===== config.mk =====
export PLATFORM = sky130hd
export DESIGN_NAME = fetch_stage
export DESIGN_NICKNAME = d
export VERILOG_FILES = /design/src/rtl/pipe_pkg.sv /design/src/rtl/fetch_stage.sv
export SDC_FILE = /design/constraint.sdc
export NUM_CORES = 1
export LEC_CHECK = 0
export CORE_MARGIN = 4
export CORE_UTILIZATION = 47
export CTS_CLUSTER_DIAMETER = 80
export DETAILED_ROUTE_END_ITERATION = 8
export PLACE_DENSITY = 0.76
export SLEW_MARGIN = 20
export SYNTH_ARGS = -nofsm -noshare
export SYNTH_HDL_FRONTEND = slang
export SYNTH_SLANG_ARGS = --single-unit

===== constraint.sdc =====
create_clock -name clk -period 1.9 [get_ports clk]
set_input_delay 0.38 -clock clk [delete_from_list [all_inputs] [get_ports clk]]
set_output_delay 0.38 -clock clk [all_outputs]
set_load 0.05 [all_outputs]

===== src/rtl/pipe_pkg.sv =====
// Shared pipeline definitions: fetch FSM encoding, the bubble instruction,
// and the opcode field position used by both fetch and the control unit.
package pipe_pkg;

    typedef enum logic [1:0] {
        IDLE    = 2'd0,
        FETCH   = 2'd1,
        HOLD    = 2'd2,
        DISCARD = 2'd3
    } fetch_state_t;

    localparam logic [31:0] NOP_INSTR = 32'h0000_0000;

    localparam int OPC_MSB = 31;
    localparam int OPC_LSB = 26;

endpackage


===== src/rtl/fetch_stage.sv =====
// Instruction fetch stage with IF/ID register and a one-word hold buffer.
//
//   state   | meaning
//   --------+-----------------------------------------------------------
//   IDLE    | first cycle after reset, no request
//   FETCH   | request to pc outstanding
//   HOLD    | returned word parked in hold buffer, no request
//   DISCARD | wrong-path request still outstanding, its data is dropped
module fetch_stage
    import pipe_pkg::*;
#(
    parameter int              PC_W     = 32,
    parameter logic [PC_W-1:0] RESET_PC = PC_W'(0)
) (
    input  logic            clk,
    input  logic            reset,
    output logic            imem_req,
    output logic [PC_W-1:0] imem_addr,
    input  logic            imem_ack,
    input  logic [31:0]     imem_rdata,
    input  logic            stall,
    input  logic            redirect,
    input  logic [PC_W-1:0] redirect_pc,
    output logic            if_id_valid,
    output logic [31:0]     if_id_instr,
    output logic [5:0]      if_id_opcode,
    output logic [PC_W-1:0] if_id_pc4
);

    fetch_state_t    state_q, state_d;
    logic [PC_W-1:0] pc_q, pc_d;
    logic [PC_W-1:0] discard_addr_q, discard_addr_d;
    logic            if_id_valid_q, if_id_valid_d;
    logic [31:0]     if_id_instr_q, if_id_instr_d;
    logic [PC_W-1:0] if_id_pc4_q, if_id_pc4_d;
    logic [31:0]     hold_instr_q, hold_instr_d;
    logic [PC_W-1:0] hold_pc4_q, hold_pc4_d;

    logic            if_id_accept;
    logic [PC_W-1:0] pc_plus4;
    logic [PC_W-1:0] redirect_target;

    assign if_id_accept    = !if_id_valid_q || !stall;
    assign pc_plus4        = pc_q + PC_W'(4);
    // Low two bits are masked rather than sliced so every input bit is consumed.
    assign redirect_target = redirect_pc & ~PC_W'(3);

    // State register.
    always_ff @(posedge clk) begin
        if (!reset) state_q <= IDLE;
        else        state_q <= state_d;
    end

    // Next-state logic; redirect outranks stall and ack.
    always_comb begin
        state_d = state_q;
        unique case (state_q)
            IDLE:    state_d = FETCH;
            FETCH: begin
                if (redirect)          state_d = imem_ack ? FETCH : DISCARD;
                else if (imem_ack)     state_d = if_id_accept ? FETCH : HOLD;
            end
            HOLD: begin
                if (redirect || if_id_accept) state_d = FETCH;
            end
            // An ack retires the wrong-path request even if another redirect lands.
            DISCARD: begin
                if (imem_ack) state_d = FETCH;
            end
            default: state_d = IDLE;
        endcase
    end

    // Memory request outputs decoded from state; the old address is held in
    // DISCARD because an issued request cannot be withdrawn.
    always_comb begin
        imem_req  = (state_q == FETCH) || (state_q == DISCARD);
        imem_addr = (state_q == DISCARD) ? discard_addr_q : pc_q;
    end

    // Datapath: pc, IF/ID register and hold buffer updates.
    always_comb begin
        pc_d           = pc_q;
        discard_addr_d = discard_addr_q;
        if_id_valid_d  = if_id_valid_q;
        if_id_instr_d  = if_id_instr_q;
        if_id_pc4_d    = if_id_pc4_q;
        hold_instr_d   = hold_instr_q;
        hold_pc4_d     = hold_pc4_q;
        if (redirect) begin
            pc_d          = redirect_target;
            if_id_valid_d = 1'b0;
            if_id_instr_d = NOP_INSTR;
            if (state_q == FETCH && !imem_ack) discard_addr_d = pc_q;
        end else begin
            unique case (state_q)
                FETCH: begin
                    if (imem_ack) begin
                        pc_d = pc_plus4;
                        if (if_id_accept) begin
                            if_id_valid_d = 1'b1;
                            if_id_instr_d = imem_rdata;
                            if_id_pc4_d   = pc_plus4;
                        end else begin
                            hold_instr_d = imem_rdata;
                            hold_pc4_d   = pc_plus4;
                        end
                    end else if (if_id_accept) begin
                        if_id_valid_d = 1'b0;
                        if_id_instr_d = NOP_INSTR;
                    end
                end
                HOLD: begin
                    if (if_id_accept) begin
                        if_id_valid_d = 1'b1;
                        if_id_instr_d = hold_instr_q;
                        if_id_pc4_d   = hold_pc4_q;
                    end
                end
                DISCARD: begin
                    if (if_id_accept) begin
                        if_id_valid_d = 1'b0;
                        if_id_instr_d = NOP_INSTR;
                    end
                end
                default: ;
            endcase
        end
    end

    // Datapath registers.
    always_ff @(posedge clk) begin
        if (!reset) begin
            pc_q           <= RESET_PC;
            discard_addr_q <= '0;
            if_id_valid_q  <= 1'b0;
            if_id_instr_q  <= NOP_INSTR;
            if_id_pc4_q    <= '0;
            hold_instr_q   <= NOP_INSTR;
            hold_pc4_q     <= '0;
        end else begin
            pc_q           <= pc_d;
            discard_addr_q <= discard_addr_d;
            if_id_valid_q  <= if_id_valid_d;
            if_id_instr_q  <= if_id_instr_d;
            if_id_pc4_q    <= if_id_pc4_d;
            hold_instr_q   <= hold_instr_d;
            hold_pc4_q     <= hold_pc4_d;
        end
    end

    assign if_id_valid  = if_id_valid_q;
    assign if_id_instr  = if_id_instr_q;
    assign if_id_opcode = if_id_instr_q[OPC_MSB:OPC_LSB];
    assign if_id_pc4    = if_id_pc4_q;

endmodule


; Word level (Yosys, flattened, before mapping)
; Index checks and enable logic that the tools add are counted.
[totals]
word_cells = 67
reg_bits = 195
[op_classes]
reduce_logical = 20
n_mux = 24
n_eq_ne = 10
bitwise_logic = 3
add_sub_neg = 1
[op_table]
columns = cell, count
row1 = $mux 32, 11
row2 = $pmux 32 s3, 1
row3 = $pmux 32 s2, 1
row4 = $add 32x3->32 const B, 1
row5 = $mux 2, 6
row6 = $ne 2x2->1 const B, 5
row7 = $pmux 2 s4, 1
row8 = $ne 3x3->1 const B, 2
row9 = $reduce_and 2->1, 3
row10 = $reduce_and 3->1, 2
row11 = $reduce_bool 2->1, 3
row12 = $reduce_and 5->1, 1
row13 = $eq 2x2->1 const B, 2
row14 = $reduce_and 4->1, 1
row15 = $logic_not 1->1, 3
row16 = $logic_or 1x1->1, 3
row17 = $mux 1, 3
row18 = $not 1->1, 3
row19 = $pmux 1 s3, 1
row20 = $reduce_bool 3->1, 1
row21 = $eq 2x1->1 const B, 1
row22 = $logic_not 2->1, 1
row23 = $reduce_or 2->1, 1
row24 = $logic_and 1x1->1, 1

; Logic depth before layout (Yosys ltp)
[logic_depth]
ltp_word = 6
mapped_depth = 11
depth_no_buf = 7

; Least setup slack after synthesis
; No wires, ideal clock.
[synth_timing]
path_type = register to output
start = reg state_q[0]
end = out imem_addr[12]
stages_incl_launch_ff = 5
required_ns = 1.520
path_slack_ns = -0.509
t_arrival_ns = 2.029
path_cell_list = dfxtp_1 ha_1 clkbuf_1 buf_1 o21ai_0
[synth_between]
elab_chain_cells = 2
[synth_lines]
columns = element, line
row1 = "start, declared", fetch_stage.sv:30  ; fetch_state_t state_q, state_d;
row2 = "start signal, assigned", fetch_stage.sv:51  ; else state_q <= state_d;
row3 = $eq 2x2->1, fetch_stage.sv:78  ; imem_addr = (state_q == DISCARD) ? discard_addr_q : pc_q;
row4 = $mux 32, fetch_stage.sv:78
row5 = "end, declared", fetch_stage.sv:18  ; output logic [PC_W-1:0] imem_addr,
; Every way passes these cells.

; Final worst setup path
[layout_timing]
start = reg state_q[1]
end = out imem_addr[15]
; The elaborated chain is that of the path after synthesis.

==> results.sh <==
export IMPL_fin_nets=1400
export IMPL_core_area_mm2=0.0183
export IMPL_setup_viol_count_final=35
export IMPL_clk_latency_ns=0.45
export IMPL_critPathLaunch="state_q[1]"
export IMPL_area_growth_pct=45.4
export IMPL_synth_top_area_cell="dfxtp_1"
export IMPL_hold_viol=0
export IMPL_antenna_found_initial=0
export IMPL_powerDensity_mw_per_mm2=748
export IMPL_end_kind="output pin"
export IMPL_arrival_ns=1.78
export IMPL_ys_flop_type="dfxtp_1"
export IMPL_grt_ovfl_total=0
export IMPL_ant_nets=0
export IMPL_clock_power_share_pct=37.4
export IMPL_final_setup_tns_ns=-7.31
export IMPL_drtPass1Iterations=6
export IMPL_drt_wl_total_um=27700
export IMPL_syn_area_per_cell_um2=7.92
export IMPL_drc=0
export IMPL_cts_sinks=187
export IMPL_synth_area_top_cells="dfxtp_1 42%, nand2_1 10%, a21oi_1 6.1%"
export IMPL_ys_warn_count=0
export IMPL_crit_type="reg -> out"
export IMPL_p_sw_share_pct=30.2
export IMPL_die_h_um=145
export IMPL_syn_cell_area_mm2=0.00887
export IMPL_place_congestion=0.954
export IMPL_seq_area_frac_synth_pct=42.2
export IMPL_grt_max_degree=73
export IMPL_seqCellArea_mm2=0.00376
export IMPL_switching_power_mw=2.92
export IMPL_slew_headroom_pct=65.9
export IMPL_ioPinCount=173
export IMPL_tightest_slew_ns=0.514
export IMPL_portBuffers=166
export IMPL_post_route_util_pct=70.6
export IMPL_r2r_start="state_q[1]"
export IMPL_p_comb_share_pct=19.9
export IMPL_cp_max_fo=15
export IMPL_cts_root_buf="clkbuf_16"
export IMPL_grt_use_met3_pct=4.70
export IMPL_setup_ws_ns=-0.263
export IMPL_outcome="finished with violations"
export IMPL_seqPwrFrac_pct=42.7
export IMPL_drive_gt1_share_pct=26.1
export IMPL_p_int_mw=6.73
export IMPL_pre_cts_slack_ns=-0.307
export IMPL_routed_via_count=8997
export IMPL_vdd_ir_drop_worst_v=0.000565
export IMPL_grt_setup_unrepaired="true"
export IMPL_violations="setup timing"
export IMPL_syn_inst=1120
export IMPL_fin_crit_ns=2.16
export IMPL_clock_fmax_mhz=462
export IMPL_grt_pass1_vias=8399
export IMPL_grt_first_pass_wirelength_um=42900
export IMPL_dp_hpwl_um=18600
export IMPL_timing_max_cap_violations=0
export IMPL_worstPathRequired_ns=1.52
export IMPL_cts_made_buffers=17
export IMPL_first_iter_violations=851
export IMPL_synthTopCellsByCount="237 x nand2_1, 187 x dfxtp_1, 108 x a21oi_1"
export IMPL_hold_path_class="in -> reg"
export IMPL_fp_dieArea_mm2=0.0211
export IMPL_busiest_layer="met2"
export IMPL_clock_skew_ns=0.0166
export IMPL_synth_edf_count=0
export IMPL_async_reset_ff_share_pct=0
export IMPL_routed_via_density=5.74
export IMPL_start_kind="flop"
export IMPL_synth_cell_type_count=57
export IMPL_p_leak_nw=4.97
export IMPL_yosys_cell_count_top_type="nand2_1"
export IMPL_holdCritStartpoint="reset"
export IMPL_met1_usage_pct=33.8
export IMPL_rows=49
export IMPL_yosys_area_top_type_share_pct=42.2
export IMPL_clkTransAtPathRegs_ns=0.07
export IMPL_ys_ff_latch=187
export IMPL_cts_max_path_buffers=2
export IMPL_fp_dieW_um=145
export IMPL_num_fill_cells=1337
export IMPL_gr_usage_met2_pct=38.0
export IMPL_n_antenna_cell=0
export IMPL_htreeDepth=4
export IMPL_ctsHoldBuffers=0
export IMPL_initial_utilization_pct=48.5
export IMPL_cts_tree="done"
export IMPL_fin_crit_sh_pct=114
export IMPL_wl_per_cell_um=17.7
export IMPL_multi_input_area_mm2=0.00499
export IMPL_slew_viol_final=0
export IMPL_grt_use_total_pct=24.3
## flip-flops by register name (all words and copies together) (netlist names), named ones only
register / count
hold_instr_q: 32
discard_addr_q: 30
if_id_pc4: 30
if_id_instr: 32
pc_q: 30
hold_pc4_q: 30
state_q: 2
## worst max-delay path, stage by stage, from the launching register on
cell	delay (ns)
dfxtp_2	0.33
buf_6	0.10
ha_4	0.20
buf_12	0.17
mux2_2	0.38
buf_12	0.16
## what timing repair did
item / CTS / global route
gates cloned: 1 / 5
setup buffers: 6 / 4
resized for setup: 63 / 66
endpoints found under the setup margin: 83 / 115
pin swaps: 5 / 13
## cells by family (layout without fill, tap and decap cells)
kind of cell | Yosys count | count (layout) | share of synthesized area, %
buf+inv | 128 | 344 | 6.59
flops | 187 | 187 | 42.2
mux | 31 | 31 | 3.89
fa+ha+maj | 5 | 5 | 0.705
xor+xnor | 50 | 50 | 4.94
other cells | 1 | 4 | 0.0423
compound gates | 304 | 304 | 20.0
simple gates | 414 | 414 | 21.6
## cell usage in the layout, fill, tap and decap left out, types with 5 or more instances in the layout
master           count
nand2_1            234
dfxtp_1            179
buf_4              137
a21oi_1            108
o21ai_0             98
nor2_1              69
clkdlybuf4s50_1     65
buf_12              50
dlygate4sd2_1       34
nand3_1             29
a22oi_1             29
xnor2_1             26
mux2_2              20
clkbuf_16           20
a211oi_1            19
xor2_1              15
nand4_1             13
buf_6               12
nor4_4              11
mux2_4               8
nor3_1               8
xnor2_2              7
o2bb2ai_1            7
inv_1                6
nor4_2               6
o221ai_1             6
dfxtp_2              6
a31o_2               5
## worst paths after layout
| check | cells past startpoint | slack, ns | to |
|---|---|---|---|
| worst max-delay path | 5 | -0.26 | imem_addr[15] |
| worst min-delay path | 3 | 0.32 | state_q[1] |
| worst max register to register | 10 | -0.03 | if_id_instr[12] |
| worst min register to register | 2 | 0.46 | discard_addr_q[7] |
## layout make-up
class / instances / area share, %
Sequential cell: 187 / 29.2
Clock buffer: 17 / 3.30
Inverter: 8 / 0.233
Timing Repair Buffer: 304 / 25.0
Multi-Input combinational cell: 808 / 38.7
Tap cell: 229 / 2.22
Clock inverter: 15 / 1.38
## routing by layer
layer	routed length, um	up-vias
met5	0	-
met4	595	0
met3	1910	43
met2	13200	364
met1	12100	4322
li1	-	4268
## per-stage QoR
stage,hold WS (ns),power [mW],std cells,area (um^2)
floorplan,0.433,5.17,1123,8920
CTS,0.314,9.56,1560,12400
finish,0.321,9.65,1568,12900
global placement,0.438,5.96,1521,11700
detailed placement,0.447,5.98,1521,11700
global route,0.324,9.94,1568,12900
## power groups by stage
stage	logic, mW	registers (mW)	clock network, mW
3_3_place_gp	1.77	4.19	0
4_1_cts	1.81	4.11	3.64
2_1_floorplan	0.844	4.32	0
6_report	1.92	4.12	3.61
5_1_grt	2.02	4.13	3.79
3_5_place_dp	1.78	4.20	0
Note: power is estimated with default switching activity, not from simulation.
